### src/rtl/cache_axi_pkg.sv
// Shared types and AXI encodings for the cache-line read bridge.
package cache_axi_pkg;

    typedef enum logic [2:0] {
        ST_IDLE,
        ST_AR,
        ST_R,
        ST_DONE,
        ST_RELEASE
    } state_t;

    localparam logic [1:0] AXI_BURST_INCR = 2'b01;
    localparam logic [2:0] AXI_SIZE_4B    = 3'b010;
    localparam logic [1:0] AXI_RESP_OKAY  = 2'b00;
    localparam int         BEATS          = 4;

endpackage

### src/rtl/axi_rd_bridge.sv
// Cache line refill bridge: one cache read request becomes one fixed-length
// AXI INCR read burst, and the beats are assembled into a single line.
//
// state      | meaning
// IDLE       | ready for a request, latches the aligned line address
// AR         | address phase, arvalid held until arready
// R          | collecting BEATS data beats into the line buffer
// DONE       | one-cycle cache_rvalid_o pulse with the assembled line
// RELEASE    | waits for the cache to drop its request
module axi_rd_bridge
    import cache_axi_pkg::*;
#(
    parameter int         ADDR_WIDTH      = 32,
    parameter int         CACHELINE_WIDTH = 128,
    parameter int         AXI_DATA_WIDTH  = 32,
    parameter logic [3:0] AXI_ID          = 4'h0
) (
    input  logic                       clk,
    input  logic                       rst,
    input  logic                       cache_rreq_i,
    input  logic [ADDR_WIDTH-1:0]      cache_addr_i,
    output logic                       cache_rdy_o,
    output logic                       cache_rvalid_o,
    output logic [1:0]                 cache_rlast_o,
    output logic [CACHELINE_WIDTH-1:0] cache_data_o,
    output logic                       cache_rerr_o,
    output logic [3:0]                 arid_o,
    output logic [ADDR_WIDTH-1:0]      araddr_o,
    output logic [7:0]                 arlen_o,
    output logic [2:0]                 arsize_o,
    output logic [1:0]                 arburst_o,
    output logic                       arvalid_o,
    input  logic                       arready_i,
    input  logic [3:0]                 rid_i,
    input  logic [AXI_DATA_WIDTH-1:0]  rdata_i,
    input  logic [1:0]                 rresp_i,
    input  logic                       rlast_i,
    input  logic                       rvalid_i,
    output logic                       rready_o
);

    localparam int CNT_W = $clog2(BEATS);

    state_t                      state;
    logic [CNT_W-1:0]            beat_cnt;
    logic                        err_flag;
    logic [AXI_DATA_WIDTH-1:0]   line_q [BEATS];
    logic [CACHELINE_WIDTH-1:0]  line_next;
    logic                        last_beat;
    logic                        beat_err;
    logic                        beat_acc;
    logic                        unused_ok;

    assign arid_o    = AXI_ID;
    assign arlen_o   = 8'(BEATS - 1);
    assign arsize_o  = AXI_SIZE_4B;
    assign arburst_o = AXI_BURST_INCR;

    // ID is constant for our single outstanding burst; low address bits are forced to line alignment
    assign unused_ok = ^{rid_i, cache_addr_i[3:0]};

    assign beat_acc  = rvalid_i & rready_o;
    assign last_beat = (beat_cnt == CNT_W'(BEATS - 1));
    assign beat_err  = (rresp_i != AXI_RESP_OKAY) || (rlast_i != last_beat);

    // Line as it will look once the current beat lands, so DONE can publish it directly
    always_comb begin
        line_next = '0;
        for (int i = 0; i < BEATS; i++) begin
            line_next[i*AXI_DATA_WIDTH +: AXI_DATA_WIDTH] =
                (beat_cnt == CNT_W'(i)) ? rdata_i : line_q[i];
        end
    end

    always_ff @(posedge clk or posedge rst) begin
        if (rst) begin
            state          <= ST_IDLE;
            beat_cnt       <= '0;
            err_flag       <= 1'b0;
            line_q         <= '{default: '0};
            cache_rdy_o    <= 1'b1;
            cache_rvalid_o <= 1'b0;
            cache_rlast_o  <= 2'b00;
            cache_data_o   <= '0;
            cache_rerr_o   <= 1'b0;
            araddr_o       <= '0;
            arvalid_o      <= 1'b0;
            rready_o       <= 1'b0;
        end else begin
            case (state)
                ST_IDLE: begin
                    if (cache_rreq_i) begin
                        araddr_o    <= {cache_addr_i[ADDR_WIDTH-1:4], 4'b0};
                        arvalid_o   <= 1'b1;
                        cache_rdy_o <= 1'b0;
                        err_flag    <= 1'b0;
                        state       <= ST_AR;
                    end
                end
                ST_AR: begin
                    if (arvalid_o && arready_i) begin
                        arvalid_o <= 1'b0;
                        rready_o  <= 1'b1;
                        beat_cnt  <= '0;
                        state     <= ST_R;
                    end
                end
                ST_R: begin
                    if (beat_acc) begin
                        line_q[beat_cnt] <= rdata_i;
                        beat_cnt         <= beat_cnt + 1'b1;
                        if (beat_err) begin
                            err_flag <= 1'b1;
                        end
                        // Completion is by beat count only; a stray rlast just flags an error
                        if (last_beat) begin
                            rready_o       <= 1'b0;
                            cache_rvalid_o <= 1'b1;
                            cache_rlast_o  <= 2'b11;
                            cache_rerr_o   <= err_flag | beat_err;
                            cache_data_o   <= line_next;
                            state          <= ST_DONE;
                        end
                    end
                end
                ST_DONE: begin
                    cache_rvalid_o <= 1'b0;
                    cache_rlast_o  <= 2'b00;
                    cache_rerr_o   <= 1'b0;
                    state          <= ST_RELEASE;
                end
                ST_RELEASE: begin
                    if (!cache_rreq_i) begin
                        cache_rdy_o <= 1'b1;
                        state       <= ST_IDLE;
                    end
                end
                default: begin
                    state <= ST_IDLE;
                end
            endcase
        end
    end

endmodule
### config.mk
export PLATFORM = sky130hd
export DESIGN_NAME = axi_rd_bridge
export DESIGN_NICKNAME = d
export VERILOG_FILES = /design/src/rtl/cache_axi_pkg.sv /design/src/rtl/axi_rd_bridge.sv
export SDC_FILE = /design/constraint.sdc
export NUM_CORES = 1
export LEC_CHECK = 0
export CORE_MARGIN = 10
export CORE_UTILIZATION = 50
export CTS_BUF_LIST = sky130_fd_sc_hd__clkbuf_2 sky130_fd_sc_hd__clkbuf_4 sky130_fd_sc_hd__clkbuf_8
export DETAILED_ROUTE_END_ITERATION = 7
export PLACE_DENSITY_LB_ADDON = 0.08
export SLEW_MARGIN = 20
export SYNTH_ARGS = -nofsm -noshare
export SYNTH_HDL_FRONTEND = slang
export SYNTH_SLANG_ARGS = --single-unit
### constraint.sdc
create_clock -name clk -period 16.2 [get_ports clk]
set_clock_uncertainty 0.15 [all_clocks]
set_input_delay 2.43 -clock clk [delete_from_list [all_inputs] [get_ports clk]]
set_output_delay 2.43 -clock clk [all_outputs]
set_load 0.02 [all_outputs]
; After elaboration in Yosys (flattened, before gate mapping)
; Index checks and enable logic that the tools add are counted.
[totals]
inputBits = 76
word_cells = 93
output_inout_bits = 184
regBits = 297
[classes]
order_cmp = 2
n_mux = 37
n_reduce_logical = 21
add_sub_neg = 1
eq_ne = 14
n_bitwise = 3
[op_table]
columns = operator, n
row1 = 128-bit bitwise mux, 1
row2 = 32-bit 2-to-1 mux, 4
row3 = 32-bit demux with 2-bit select, 1
row4 = 3-bit 2-to-1 mux, 5
row5 = 3-bit one-hot mux with 5 select lines, 1
row6 = 3-bit AND reduction, 5
row7 = 1-bit 2-to-1 mux, 13
row8 = 2-bit != test (second input constant), 6
row9 = 1-bit one-hot mux with 2 select lines, 6
row10 = 2-bit nonzero test, 6
row11 = 2-bit 2-to-1 mux, 4
row12 = 2-bit one-hot mux with 2 select lines, 2
row13 = 4-bit AND reduction, 2
row14 = 3-bit by 2-bit == test with 1-bit output (second input constant), 2
row15 = 5-bit AND reduction, 1
row16 = 2-bit == test (second input constant), 2
row17 = 2-bit AND reduction, 2
row18 = 3-bit by 1-bit == test with 1-bit output (second input constant), 1
row19 = 3-bit == test (second input constant), 1
row20 = 3-bit >= comparator (second input constant), 1
row21 = 3-bit zero test, 1
row22 = 3-bit by 1-bit < comparator with 1-bit output (second input constant), 1
row23 = 2-bit NOT with 3-bit output, 1
row24 = 2-bit by 1-bit adder with 2-bit output (second input constant), 1
row25 = 7 further kinds, 8

; Depth between registers and ports, before layout
; Gate-level depths: netlist (run 1).
[depth]
word_depth = 7
mapped_depth = 6
depth_no_buf = 4

; Least setup slack after synthesis (run 1)
; OpenSTA, ideal clock, no wires.
[synth_path]
path_type = input to register
from = in cache_rreq_i
to = reg araddr_o[10]
path_buffers = 1
setup_time_ns = 0.125
slack_ns = 12.317
arrival_time_ns = 3.608
required_time_ns = 15.925
cell_stages = 4
cell_sequence = or3b_2 -> nor2_8 -> buf_6 -> mux2_2
[synth_via]
elab_chain_len = 1
[synth_lines]
columns = element, line
row1 = start: declaration, axi_rd_bridge.sv:20  ; input logic cache_rreq_i,
row2 = 2-bit AND reduction (no source line), -
row3 = end signal: assignment, axi_rd_bridge.sv:93  ; araddr_o <= {cache_addr_i[ADDR_WIDTH-1:4], 4'b0};
row4 = end: declaration, axi_rd_bridge.sv:28  ; output logic [ADDR_WIDTH-1:0] araddr_o,
; No other way between the ends.
; A chain may end at the register's enable or synchronous reset.

; Worst setup path in the final report (run 1)
[layout_path]
from = in rvalid_i
to = reg line_q[82] (netlist bit)
[layout_via]
elab_chain_len = 2
[layout_lines]
columns = element, line
row1 = start: declaration, axi_rd_bridge.sv:38  ; input logic rvalid_i,
row2 = 1-bit bitwise AND, axi_rd_bridge.sv:62  ; assign beat_acc = rvalid_i & rready_o;
row3 = 2-bit AND reduction (no source line), -
row4 = end signal: indexed assignment, axi_rd_bridge.sv:110  ; line_q[beat_cnt] <= rdata_i;
row5 = end: declaration, axi_rd_bridge.sv:47  ; logic [AXI_DATA_WIDTH-1:0] line_q [BEATS];
; No other way between the ends.

==> results of run 1 <==
-- how the worst max path moves through the flow --
stage,startpoint,to,slack [ns],depth (start not counted)
after floorplan,rst,araddr_o[10]$_DFFE_PP0P_,6.38,1
after global placement,rvalid_i,line_q[100]$_DFFE_PP0P_,10.94,5
after detailed placement,rvalid_i,line_q[100]$_DFFE_PP0P_,10.88,5
after CTS,rvalid_i,line_q[100]$_DFFE_PP0P_,11.45,5
after global routing,rvalid_i,cache_data_o[58]$_DFFE_PP0P_,11.65,5
final,rvalid_i,line_q[82]$_DFFE_PP0P_,11.72,5
-- placed cells by master, fill, tap and decap left out, drive strengths merged, types with 3 or more instances in the layout --
| cell type | n |
|---|---|
| clkdlybuf4s50 | 230 |
| nand2 | 6 |
| o21ai | 3 |
| conb | 21 |
| buf | 8 |
| dfrtp | 262 |
| nor3b | 5 |
| mux2 | 348 |
| clkbuf | 69 |
| ha | 4 |
| a21o | 3 |
| inv | 4 |
| nor2 | 5 |
-- report_power, final --
part	switching, mW	leakage [nW]	internal (mW)	total, mW
logic	0.312	2.91	0.404	0.716
registers	0.100	3.51	0.833	0.933
clock network	0.253	0.501	0.373	0.625
total	0.665	6.92	1.61	2.27
-- sequential cells by signal, summed over array words and instances (netlist names) --
name           cells
cache_rerr_o       1
line_q            96
araddr_o          28
err_flag           1
rready_o           1
cache_data_o     128
cache_rlast_o      1
cache_rdy_o        1
state              3
beat_cnt           2
arvalid_o          1
-- metal layers --
layer | global-route usage (%) | vias to the layer above | wire [um]
li1 | - | 3033 | -
met1 | 21.7 | 3467 | 10500
met2 | 31.7 | 172 | 13700
met3 | 6.65 | 27 | 2030
met4 | 4.73 | 0 | 363
met5 | 0 | - | 0
-- layout make-up --
cell class              count  area [um2]
clock inverters             5        81.3
flip-flops and latches    263        6580
clock buffers              69         875
multi-input cells         417        4410
repair buffers            238        2370
well taps                 285         357
inverters                   4        22.5
fillers                  1638        7740
-- critical path: stages --
cell	delay, ns
sky130_fd_sc_hd__clkdlybuf4s50_1	0.53
sky130_fd_sc_hd__nand4b_4	0.24
sky130_fd_sc_hd__nor3b_4	0.67
sky130_fd_sc_hd__buf_4	0.46
sky130_fd_sc_hd__mux2_2	0.38
-- kinds of logic (layout without fill, tap and decap cells) --
| kind of cell | after synthesis | count (layout) |
|---|---|---|
| muxes | 348 | 348 |
| xor gates and xnor gates | 1 | 1 |
| other | 2 | 21 |
| and+or+nand+nor | 27 | 27 |
| DFF | 263 | 263 |
| buffers and inverters | 67 | 316 |
| adders and majority gates | 4 | 4 |
| AOI/OAI and AO/OA | 16 | 16 |
-- metrics by stage --
step                hold slack, ns  total power, mW
finish                       0.319             2.27
global route                 0.341             2.40
CTS                          0.323             2.31
global placement             0.316             1.63
detailed placement           0.315             1.67
floorplan                    0.327             1.39
==> results list, run 1 <==
* Area growth, synth to finish: 29.8%
* Number of clock buffers inserted by TritonCTS: 45
- Antenna cells: 0
* Setup slack of the critical path after layout: 11.72 ns
- Number of buffers between clock root and the deepest sink: 3
- After synthesis, the largest family of logic cells by area is multiplexers.
- Once the floorplan was initialized, standard cells occupied between 50% and 60% of the core.
* Kind of capture point of the worst setup path: flop
* All-Layer GR Usage: 18.6%
- Clock latency on the worst-skew pair, taken at its later pin, is 0.54 ns.
- Static timing analysis puts the maximum clock frequency at between 0.2 and 0.25 GHz.
- Capture point of the worst reg-to-reg path: line_q[82]$_DFFE_PP0P_
- After detailed placement, the design holds a cell count of 1206.
- In this run the static leakage power is between 6 and 7 nW.
- DRC violations left: 0
- After clock tree synthesis, the clock-pin slew on the worst setup and hold paths is 0.06 ns.
* Share of synthesized cell area in full adder, half adder and majority cells: less than 1%
- Fraction of final layout cells sized beyond drive strength 1: between 30% and 40%
- After synthesis, the largest area contributor takes up slightly below 60% of total cell area.
* Post-Syn Area per Cell: 15.6 um2
- Routability-driven placement finished with a final weighted congestion of about 0.76.
- Timing analysis after detailed placement gives a worst setup slack of roughly 11 ns.
- Initial antenna violation count: 0
- Measured against its own limit, the worst slew margin works out to 32.8%.
* Sequential share of the synthesized area: 58.1%
- Y dimension of the die: roughly 170 um
* End point of the most critical hold path: cache_rdy_o$_DFFE_PP1P_
- Total wire length: 26.6 mm
- Clock root buffer master: sky130_fd_sc_hd__clkbuf_8
- Synthesis instantiated 36 different standard cells from the library.
* Number of global-route vias before repair: ~7800
- Global-route wire length before repair: ~43 mm
- During placement, the flow inserted port buffers numbering 230.
- The synthesized netlist devotes 1.79% of its cell area to simple gates.
* Final non-filler cell total: between 1000 and 1500
- Yosys mapped a number of flops with a built-in enable equal to 0.
- Post-synthesis instance area: 11300 um2
* Largest area contributor in the synthesized netlist: sky130_fd_sc_hd__dfrtp_1
- Post-route fraction of the period consumed by the critical path: 27.7%
- Per-cell via count in the routed design: 5.23
* Largest cells by area after synthesis: sky130_fd_sc_hd__dfrtp_1, sky130_fd_sc_hd__mux2_2, sky130_fd_sc_hd__mux2_1
- Routed wirelength normalized by instance count: ~21 um
* Width of the die: between 150 and 200 um
- Setup violations remaining at the end of the flow were counted as 0.
- Adding up every negative setup slack in the final design gives 0 ns.
- The detail route stage leaves a number of antenna-violating nets equal to 0.
* Core area: about 22000 um2
- Max-capacitance violation count: 0
* Vias: ~6700
- The HPWL after detailed placement is approximately 18 mm.
* DRT iter0 DRCs: 241
* Worst hold path cell count: 2
- Post-synth top cells: sky130_fd_sc_hd__mux2_2, sky130_fd_sc_hd__dfrtp_1, sky130_fd_sc_hd__mux2_1, sky130_fd_sc_hd__buf_4, sky130_fd_sc_hd__buf_2
- After floorplanning, the core was divided into 55 placement rows.
- The portion of synthesized area spent on multiplexers is 34.6%.
- After synthesis, the share of flip-flops with an asynchronous set or reset is between 90% and 100%.
- Maximum number of pins on one net before global-route repair: about 140
- Setup Crit Path Kind: in2reg
- Hold Fails Final Rpt: 0
- The worst register-to-register path has a depth of 5.
* Final number of max-transition violations: 0
- Setup slack of the most critical reg-to-reg path: 12.92 ns
- Synthesis handed over a netlist of 728 instances.
* Start point of the worst hold path: cache_rdy_o$_DFFE_PP1P_
* Setup bufs post-CTS: 0
- Share of the core filled with cells in the final layout: between 60% and 70%
- The synthesized netlist devotes 0.0774% of its cell area to XOR and XNOR gates.
- R2r startpoint: beat_cnt[1]$_DFFE_PP0P_
- GRT overflow: 0
- In this run the worst path has a maximum fanout of 22.
* Die ar.: just under 30000 um2
- The number of gates resized after CTS was 0.
- Arrival time reported for the critical path endpoint: between 4 and 5 ns
- CTS saw 263 sinks.
* Required time of the critical path: 16.45 ns
- Most frequent cell after synthesis: sky130_fd_sc_hd__mux2_2
- Setup repair after global routing left no endpoint under its margin.
- After routing the design area is ~15000 um2.
- The routed design could run at a clock period as short as between 4 and 5 ns.
- 260 I/O pins were placed.
- Synth Flop Type: sky130_fd_sc_hd__dfrtp_1
* Post-place instance area: 13700 um2
- Summing the areas of all compound-gate instances in the mapped netlist gives around 1% of the synthesized area.
- In this run, post-CTS hold repair placed 0 buffers.
- Register bit count reported by yosys: ~260
- The worst setup path is launched from a primary input.
- Final-stage net count: 1049
- VDD sags by at most 0.103 mV.
- CTS tree: done
- Path type of the worst min-delay path: reg2reg
- The run finished with clean final reports.
- At the pin with the least slew margin, the transition time is approximately 1 ns.
- Yosys printed 0 warnings.
* Power per Cell Area: 155 nW/um2
- CTS built an H-tree with a depth of 2.
* Number of detailed-route iterations in the first pass: 4
Power figures use the tool's default switching activity.
==> inputs of run 2 (changes only) <==
Clock period 16.2 ns to 4.4 ns, I/O delays scaled along.
==> run 2 against run 1 <==
Effect of this change: sequential power rose to 3.7 times the previous value; routed wire length fell by 1.3%; largest power group unchanged; count of clock-buffer cells in the layout rose by 7; via count barely moved; first-iteration DRC count fell by 7.1%; core utilization rose by 0.25 points; sequential share of layout area fell by 0.17 points; highest routed layer unchanged; global-route usage fell by 0.46 points; clock power rose to 3.5 times the previous value; hold slack improved by 0.0044 ns; critical path depth did not move.
==> results list, run 2 (synthesis results as in run 1) <==
- The run finished with clean final reports.
- The maximum single-stage delay on the critical path was 0.69 ns (+0.02 ns).
* Final number of max-transition violations: 0 (unchanged)
- The library cell used most frequently in the layout, excluding fill and tap cells, is sky130_fd_sc_hd__mux2_2.
- GRT overflow: 0 (unchanged)
* Vias: 6695 (-0.060%)
- Total negative setup slack: 0 ns (unchanged)
- Y dimension of the die: 170 um (unchanged)
- Sw Pwr: 2.44 mW (+270%)
- Grouping stages by cell kind, the critical path spends the most delay in simple AND/OR/NAND/NOR gates.
* Critical path launch point type: primary input
- The initial antenna violation count is 0 (unchanged).
* Per-cell via count in the routed design: 5.19 (-0.76%)
* Area growth, synth to finish: 30.3%
- Setup repair after global routing left no endpoint under its margin.
- Number of global-route vias before repair: 7682 (-1.2%)
- Switching power as a share of total power: 29.5% (+0.26 points)
* Detailed placement HPWL: 17.7 mm (-0.52%)
- The number of hold-repair buffers added at the cts stage is 0 (unchanged).
- The library cells used most frequently in the layout, excluding fill and tap cells, are sky130_fd_sc_hd__mux2_2, sky130_fd_sc_hd__dfrtp_1, sky130_fd_sc_hd__clkdlybuf4s50_1.
* Kind of capture point of the worst setup path: flop
* DRT iter0 DRCs: 224 (-7.1%)
- The total wire length was 26.3 mm (-1.3%).
- The routed design could run at a clock period as short as about 2.5 ns.
- Internal power of the cells: 5.83 mW (+260%)
- The count of cells resized by post-cts repair came to 0 (unchanged).
- The post-route worst setup slack was 1.88 ns (-9.84 ns).
- The count of standard-cell rows is 55 (unchanged).
* Largest fanout of any net on the critical path: 23 (+4.5%)
- The wire length of the first global-routing pass is 41.9 mm (-2.0%).
* CP Buf/Inv Count: 2 (unchanged)
* Cell chain of the critical path: clkdlybuf4s50_1, nand4b_4, nor3b_4, buf_12, mux2_2
- The routability-driven placement congestion ratio is 0.792 (+4.8%).
- The transition time of the tightest slew-check pin is 0.806 ns (-0.202 ns).
- The H-tree depth came to 2 (unchanged).
- The headroom to the max-slew limit is 46.2% (+13 points).
- cache_data_o holds more flip-flops than any other register.
- The routed length per instance was 20.4 um (-2.0%).
- Number of clock buffers inserted by TritonCTS: 43 (-4.4%)
* Slowest cell on the critical path: sky130_fd_sc_hd__nor3b_4
- The overall track demand over capacity in global routing is 18.1% (-0.46 points).
* Core area: 22400 um2 (unchanged)
- Arrival time reported for the critical path endpoint: 2.79 ns (-1.95 ns)
* Number of sinks handled by clock tree synthesis: 263 (unchanged)
- DRC violations left: 0 (unchanged)
- Path type of the worst min-delay path: reg2reg
- The initial cell density of the core was 50.5% (unchanged).
- Remaining number of nets flagged by the antenna check after routing: 0 (unchanged)
- The largest net degree at the start of global routing was 100 (-26%).
- The critical path in this run is classified as in2reg.
- Timing would allow up to 0.396 GHz.
* Number of inserted filler cells in the final layout: 1684 (+2.8%)
* Setup bufs post-CTS: 0 (unchanged)
* Number of detailed-route iterations in the first pass: 4 (unchanged)
- VDD IR max: 0.405 mV (+290%)
- Dividing the final minimum period by the clock period gives 57.4%.
* Die ar.: 29100 um2 (unchanged)
- Final-stage net count: 1051 (+0.19%)
- The pre-CTS worst setup slack is 1.31 ns (-9.57 ns).
- Clock root buffer master: sky130_fd_sc_hd__clkbuf_8
- The number of I/O port buffers was 230 (unchanged).
- Max-capacitance violation count: 0 (unchanged)
* Power after layout: 8.27 mW (+260%)
* Proportion of power drawn by flip-flops and latches: 41.6% (+0.6 points)
* Fraction of final layout cells sized beyond drive strength 1: 37.8% (+0.56 points)
* Leading registers by flop count: cache_data_o: 128 flops, line_q: 96 flops, araddr_o: 28 flops
* Hold Fails Final Rpt: 0 (unchanged)
- The power per cell area was 561 nW/um2 (+260%).
- The worst endpoint required time came to 4.66 ns (-11.79 ns).
- Reg clk slew, reported paths: 0.06 ns (about the same)
- The total setup violations reported at the end of the flow came to 0 (unchanged).
- The clock latency at the later pin of the worst-skew pair is 0.53 ns (about the same).
- The clock network fraction of total power came to 26.5% (-1.0 points).
- Antenna cells: 0 (unchanged)
- Max reg flops: 128 (unchanged)
- The overall die width was 170 um (unchanged).
- TritonCTS built the clock tree.
* Share of power burned in combinational logic: 32.0% (+0.5 points)
- Min Hold Slack: 0.323 ns (+0.00437 ns)
- The number of top-level design ports came to 260 (unchanged).
* Leakage power: 6.95 nW (+0.33%)
* Number of buffers between clock root and the deepest sink: 3 (unchanged)
==> run 2: changes by cell type in the layout (fill, tap and decap cells not counted), moves of 2 or more <==
| cell | before | now |
|---|---|---|
| sky130_fd_sc_hd__bufinv_16 | 2 | 0 |
| sky130_fd_sc_hd__clkbuf_4 | 12 | 24 |
| sky130_fd_sc_hd__buf_12 | 0 | 6 |
| sky130_fd_sc_hd__clkbuf_8 | 57 | 52 |
==> run 2: per-layer routing <==
metal | GRT usage (%) | vias up | wire, um
met1 | 21.3 | 3434 | 10700
met5 | 0 | - | 0
met3 | 6.37 | 37 | 2030
met2 | 31.1 | 179 | 13200
li1 | - | 3045 | -
met4 | 4.27 | 0 | 373
==> run 2: per-stage QoR <==
step / instances / util, % / area, um2
2_1_floorplan: 747 / - / 11400
3_3_place_gp: 1211 / 61.7 / 13800
3_5_place_dp: 1211 / 61.7 / 13800
4_1_cts: 1290 / 65.8 / 14800
5_1_grt: 1290 / 65.8 / 14800
6_report: 1290 / 65.8 / 14800
==> run 2: cell type report <==
cell class | instances | area (um2) | area share (%)
tap | 285 | 357 | 2.42
timing repair buffer | 242 | 2470 | 16.7
sequential | 263 | 6580 | 44.6
clock inverter | 3 | 21.3 | 0.144
multi-input combinational | 417 | 4410 | 29.9
inverter | 4 | 18.8 | 0.127
clock buffer | 76 | 896 | 6.07
==> run 2: final timing paths <==
check	startpoint	slack (ns)	endpoint	depth (start not counted)
worst max register to register	state[0]$_DFFE_PP0P_	1.95	line_q[99]$_DFFE_PP0P_	4
max in group asynchronous	rst	2.78	cache_data_o[66]$_DFFE_PP0P_	3
min in group asynchronous	rst	0.35	line_q[105]$_DFFE_PP0P_	2
worst min register to register	cache_rdy_o$_DFFE_PP1P_	0.32	cache_rdy_o$_DFFE_PP1P_	2
worst max-delay path	rvalid_i	1.88	line_q[99]$_DFFE_PP0P_	5
worst min-delay path	cache_rdy_o$_DFFE_PP1P_	0.32	cache_rdy_o$_DFFE_PP1P_	2
==> run 2: worst reg2reg max path, cell delays in order, from the launching register on <==
cell                       delay (ns)
sky130_fd_sc_hd__dfrtp_1         0.48
sky130_fd_sc_hd__nand4b_4        0.34
sky130_fd_sc_hd__nor3b_4         0.69
sky130_fd_sc_hd__buf_12          0.29
sky130_fd_sc_hd__mux2_2          0.38
==> run 2: power by group through the flow <==
stage          Clock, mW  Sequential, mW  Combinational, mW
3_5_place_dp           0            3.48               2.69
5_1_grt             2.37            3.53               2.84
3_3_place_gp           0            3.43               2.60
2_1_floorplan          0            3.70               1.44
6_report            2.19            3.44               2.65
4_1_cts             2.27            3.45               2.70
==> inputs of run 3 (changes only) <==
Settings changed: CORE_UTILIZATION 50 to 47.
Clock period 4.4 ns to 2.3 ns, I/O delays scaled along.
==> run 3 against run 2 <==
Effect of this change: sequential power is 90% higher; register-to-register slack worse by 1.7 ns; routed wire length rose by 1.7%; critical endpoint is now cache_rdy_o; clock power increased by 97%; critical path type is now reg2out; sequential share of layout area fell by 1.2 points.
==> results list, run 3 (synthesis results as in run 1) <==
* Routed wirelength normalized by instance count: 19.8 um (-2.7%)
- The utilization after layout was 64.2% (-1.5 points).
- The worst hold margin is 0.0977 ns (-0.226 ns).
- The routability-driven placement congestion ratio is 0.770 (-2.9%).
* Clock insertion delay at the later pin of the skew report: 0.54 ns (about the same)
- Number of placed instances, taps included: 1269 (+4.8%)
- Required time of the critical path: 1.80 ns (-2.86 ns)
- The via count of the first global-routing pass came to 7719 (+0.48%).
- Number of clock buffers inserted by TritonCTS: 45 (+4.7%)
- The post-CTS setup buffer count was 0 (unchanged).
* Die ar.: 30700 um2 (+5.6%)
- CTS tree: done
* Number of buffers between clock root and the deepest sink: 3 (unchanged)
- DRT iter0 DRCs: 272 (+21%)
* Number of detailed-route iterations in the first pass: 4 (unchanged)
* Initial antenna violation count: 0 (unchanged)
* Max reg flops: 128 (unchanged)
- Vias: 6825 (+1.9%)
- Power per Cell Area: 1070 nW/um2 (+90%)
* Width of the die: 175 um (+2.8%)
- The fraction of power spent switching nets is 29.3% (-0.24 points).
- Hold Fails Final Rpt: 0 (unchanged)
* Max-capacitance violation count: 0 (unchanged)
- The H-tree depth was 2 (unchanged).
- The signal on the critical path passes through clkdlybuf4s50_1.
- CTS resizes: 0 (unchanged)
- The library cell used most frequently in the layout, excluding fill and tap cells, is sky130_fd_sc_hd__mux2_2.
- Post-route fraction of the period consumed by the critical path: 94.5%
* Largest fanout of any net on the critical path: 3 (-87%)
* Final non-filler cell total: 1349 (+4.6%)
* Standard-cell row count: 56 (+1.8%)
- Leakage power: 7.13 nW (+2.7%)
- Number of sinks handled by clock tree synthesis: 263 (unchanged)
- Final-stage net count: 1077 (+2.5%)
- Cells on worst reg2reg path: 5 (+1)
- The overall track demand over capacity in global routing came to 17.4% (-0.69 points).
- The sequential cell fraction of total power was 40.5% (-1.1 points).
- After layout, the minimum clock period comes to 2.17 ns.
- Setup Viol. Count Final: 0 (unchanged)
- The slowest stage of the critical path belongs to the cell sky130_fd_sc_hd__clkdlybuf4s50_1.
- Post-Layout Inst Area: 15200 um2 (+2.8%)
* Status: finished, final reports clean
- Global-route wire length before repair: 43.4 mm (+3.5%)
- The post-route antenna net violation count was 0 (unchanged).
- The placed wire-length estimate was 18.9 mm (+6.7%).
* Worst Max-Slew Pin Slew: 0.511 ns (-0.295 ns)
- The final global-route overflow total was 0 (unchanged).
* RSZ-0062 raised after global routing: false
* Area growth, synth to finish: 34.0%
- cache_data_o holds more flip-flops than any other register.
* Share of power burned in combinational logic: 32.9% (+0.9 points)
- Derived from the worst setup path, the maximum achievable clock frequency is roughly 0.46 GHz.
* Post-place instance area: 14200 um2 (+2.8%)
- The maximum single-stage delay on the critical path was 0.62 ns (-0.07 ns).
- Starting density of the core: 47.9% (-2.5 points)
- Reg clk slew, reported paths: 0.06 ns (about the same)
- The number of I/O port buffers is 230 (unchanged).
- IO Count: 260 (unchanged)
- The overall die height is 175 um (+2.8%).
* Clock root buffer master: sky130_fd_sc_hd__clkbuf_8
* Internal power of the cells: 11.4 mW (+96%)
- The switching power total came to 4.73 mW (+94%).
- Leading registers by flop count: cache_data_o: 128 flops, line_q: 96 flops, araddr_o: 28 flops
- The worst hold path belongs to the class in2async.
- Critical path launch point type: flop
- DRC violations left: 0 (unchanged)
* CP Buf/Inv Count: 1 (-1)
- The total inserted antenna cells is 0 (unchanged).
* Core area: 23600 um2 (+5.3%)
* Maximum number of pins on one net before global-route repair: 58 (-42%)
- Stages on the worst setup path: 1 (-4)
* Commonest non-fill, non-tap cells in the layout: sky130_fd_sc_hd__mux2_2, sky130_fd_sc_hd__dfrtp_1, sky130_fd_sc_hd__clkdlybuf4s50_1
- The data arrival time of the worst path was 1.68 ns (-1.11 ns).
- The max-slew violation count is 0 (unchanged).
- VDD IR max: 0.796 mV (+96%)
- Fraction of power consumed by the clock network: 26.6% (about the same)
- The total wire length came to 26.7 mm (+1.7%).
* Cell type group with the largest total delay on the critical path: buffers and inverters
- Fraction of final layout cells sized beyond drive strength 1: 39.3% (+1.5 points)
* Per-cell via count in the routed design: 5.06 (-2.5%)
- Setup slack of the critical path after layout: 0.127 ns (-1.75 ns)
* Worst slew margin: 65.9% (+20 points)
* Number of hold buffers added after cts: 0 (unchanged)
* Setup WS pre-CTS: -0.106 ns (-1.41 ns)
- Setup Crit Path Kind: reg2out
* Kind of capture point of the worst setup path: primary output
## run 3: cell types whose count changed in the layout (fill, tap and decap cells not counted), sizes merged
cell	delta
clkinv	+2
inv	-1
buf	+24
## run 3: cell type report
type / instances / area (um2)
Timing Repair Buffer: 266 / 2810
Clock inverter: 4 / 22.5
Tap cell: 319 / 399
Fill cell: 1799 / 8440
Inverter: 4 / 18.8
Multi-Input combinational cell: 417 / 4410
Clock buffer: 76 / 927
Sequential cell: 263 / 6580
## run 3: path summary, 6_finish.rpt
kind | endpoint | slack, ns | from
max | cache_rdy_o | 0.13 | cache_rdy_o$_DFFE_PP1P_
max reg2reg | line_q[34]$_DFFE_PP0P_ | 0.23 | state[0]$_DFFE_PP0P_
min in group clk | araddr_o[17]$_DFFE_PP0P_ | 0.29 | cache_addr_i[17]
min reg2reg | cache_rdy_o$_DFFE_PP1P_ | 0.33 | cache_rdy_o$_DFFE_PP1P_
min | arvalid_o$_DFFE_PP0P_ | 0.1 | rst
max in group asynchronous | cache_data_o[40]$_DFFE_PP0P_ | 1.24 | rst
## run 3: metal layers
| layer | part of all wire (%) | GRT usage [%] | wire, um | up-vias |
|---|---|---|---|---|
| met5 | 0 | 0 | 0 | - |
| met4 | 1.7 | 4.49 | 464 | 0 |
| met3 | 8.0 | 6.57 | 2130 | 39 |
| li1 | - | - | - | 3106 |
| met1 | 41 | 20.5 | 10900 | 3495 |
| met2 | 49 | 29.4 | 13200 | 185 |
## run 3: metrics by stage
| stage | power, mW | setup TNS (ns) |
|---|---|---|
| 2_1_floorplan | 9.82 | -436.64 |
| 3_3_place_gp | 11.8 | -3.49 |
| 3_5_place_dp | 12.0 | -9.40 |
| 4_1_cts | 16.4 | 0 |
| 5_1_grt | 17.1 | 0 |
| 6_report | 16.2 | 0 |
## run 3: power by group through the flow
stage / Combinational, mW / Clock (mW) / Sequential, mW
after CTS: 5.40 / 4.46 / 6.56
after global routing: 5.72 / 4.66 / 6.72
after floorplan: 2.75 / 0 / 7.08
final: 5.32 / 4.31 / 6.54
after detailed placement: 5.38 / 0 / 6.63
after global placement: 5.24 / 0 / 6.53
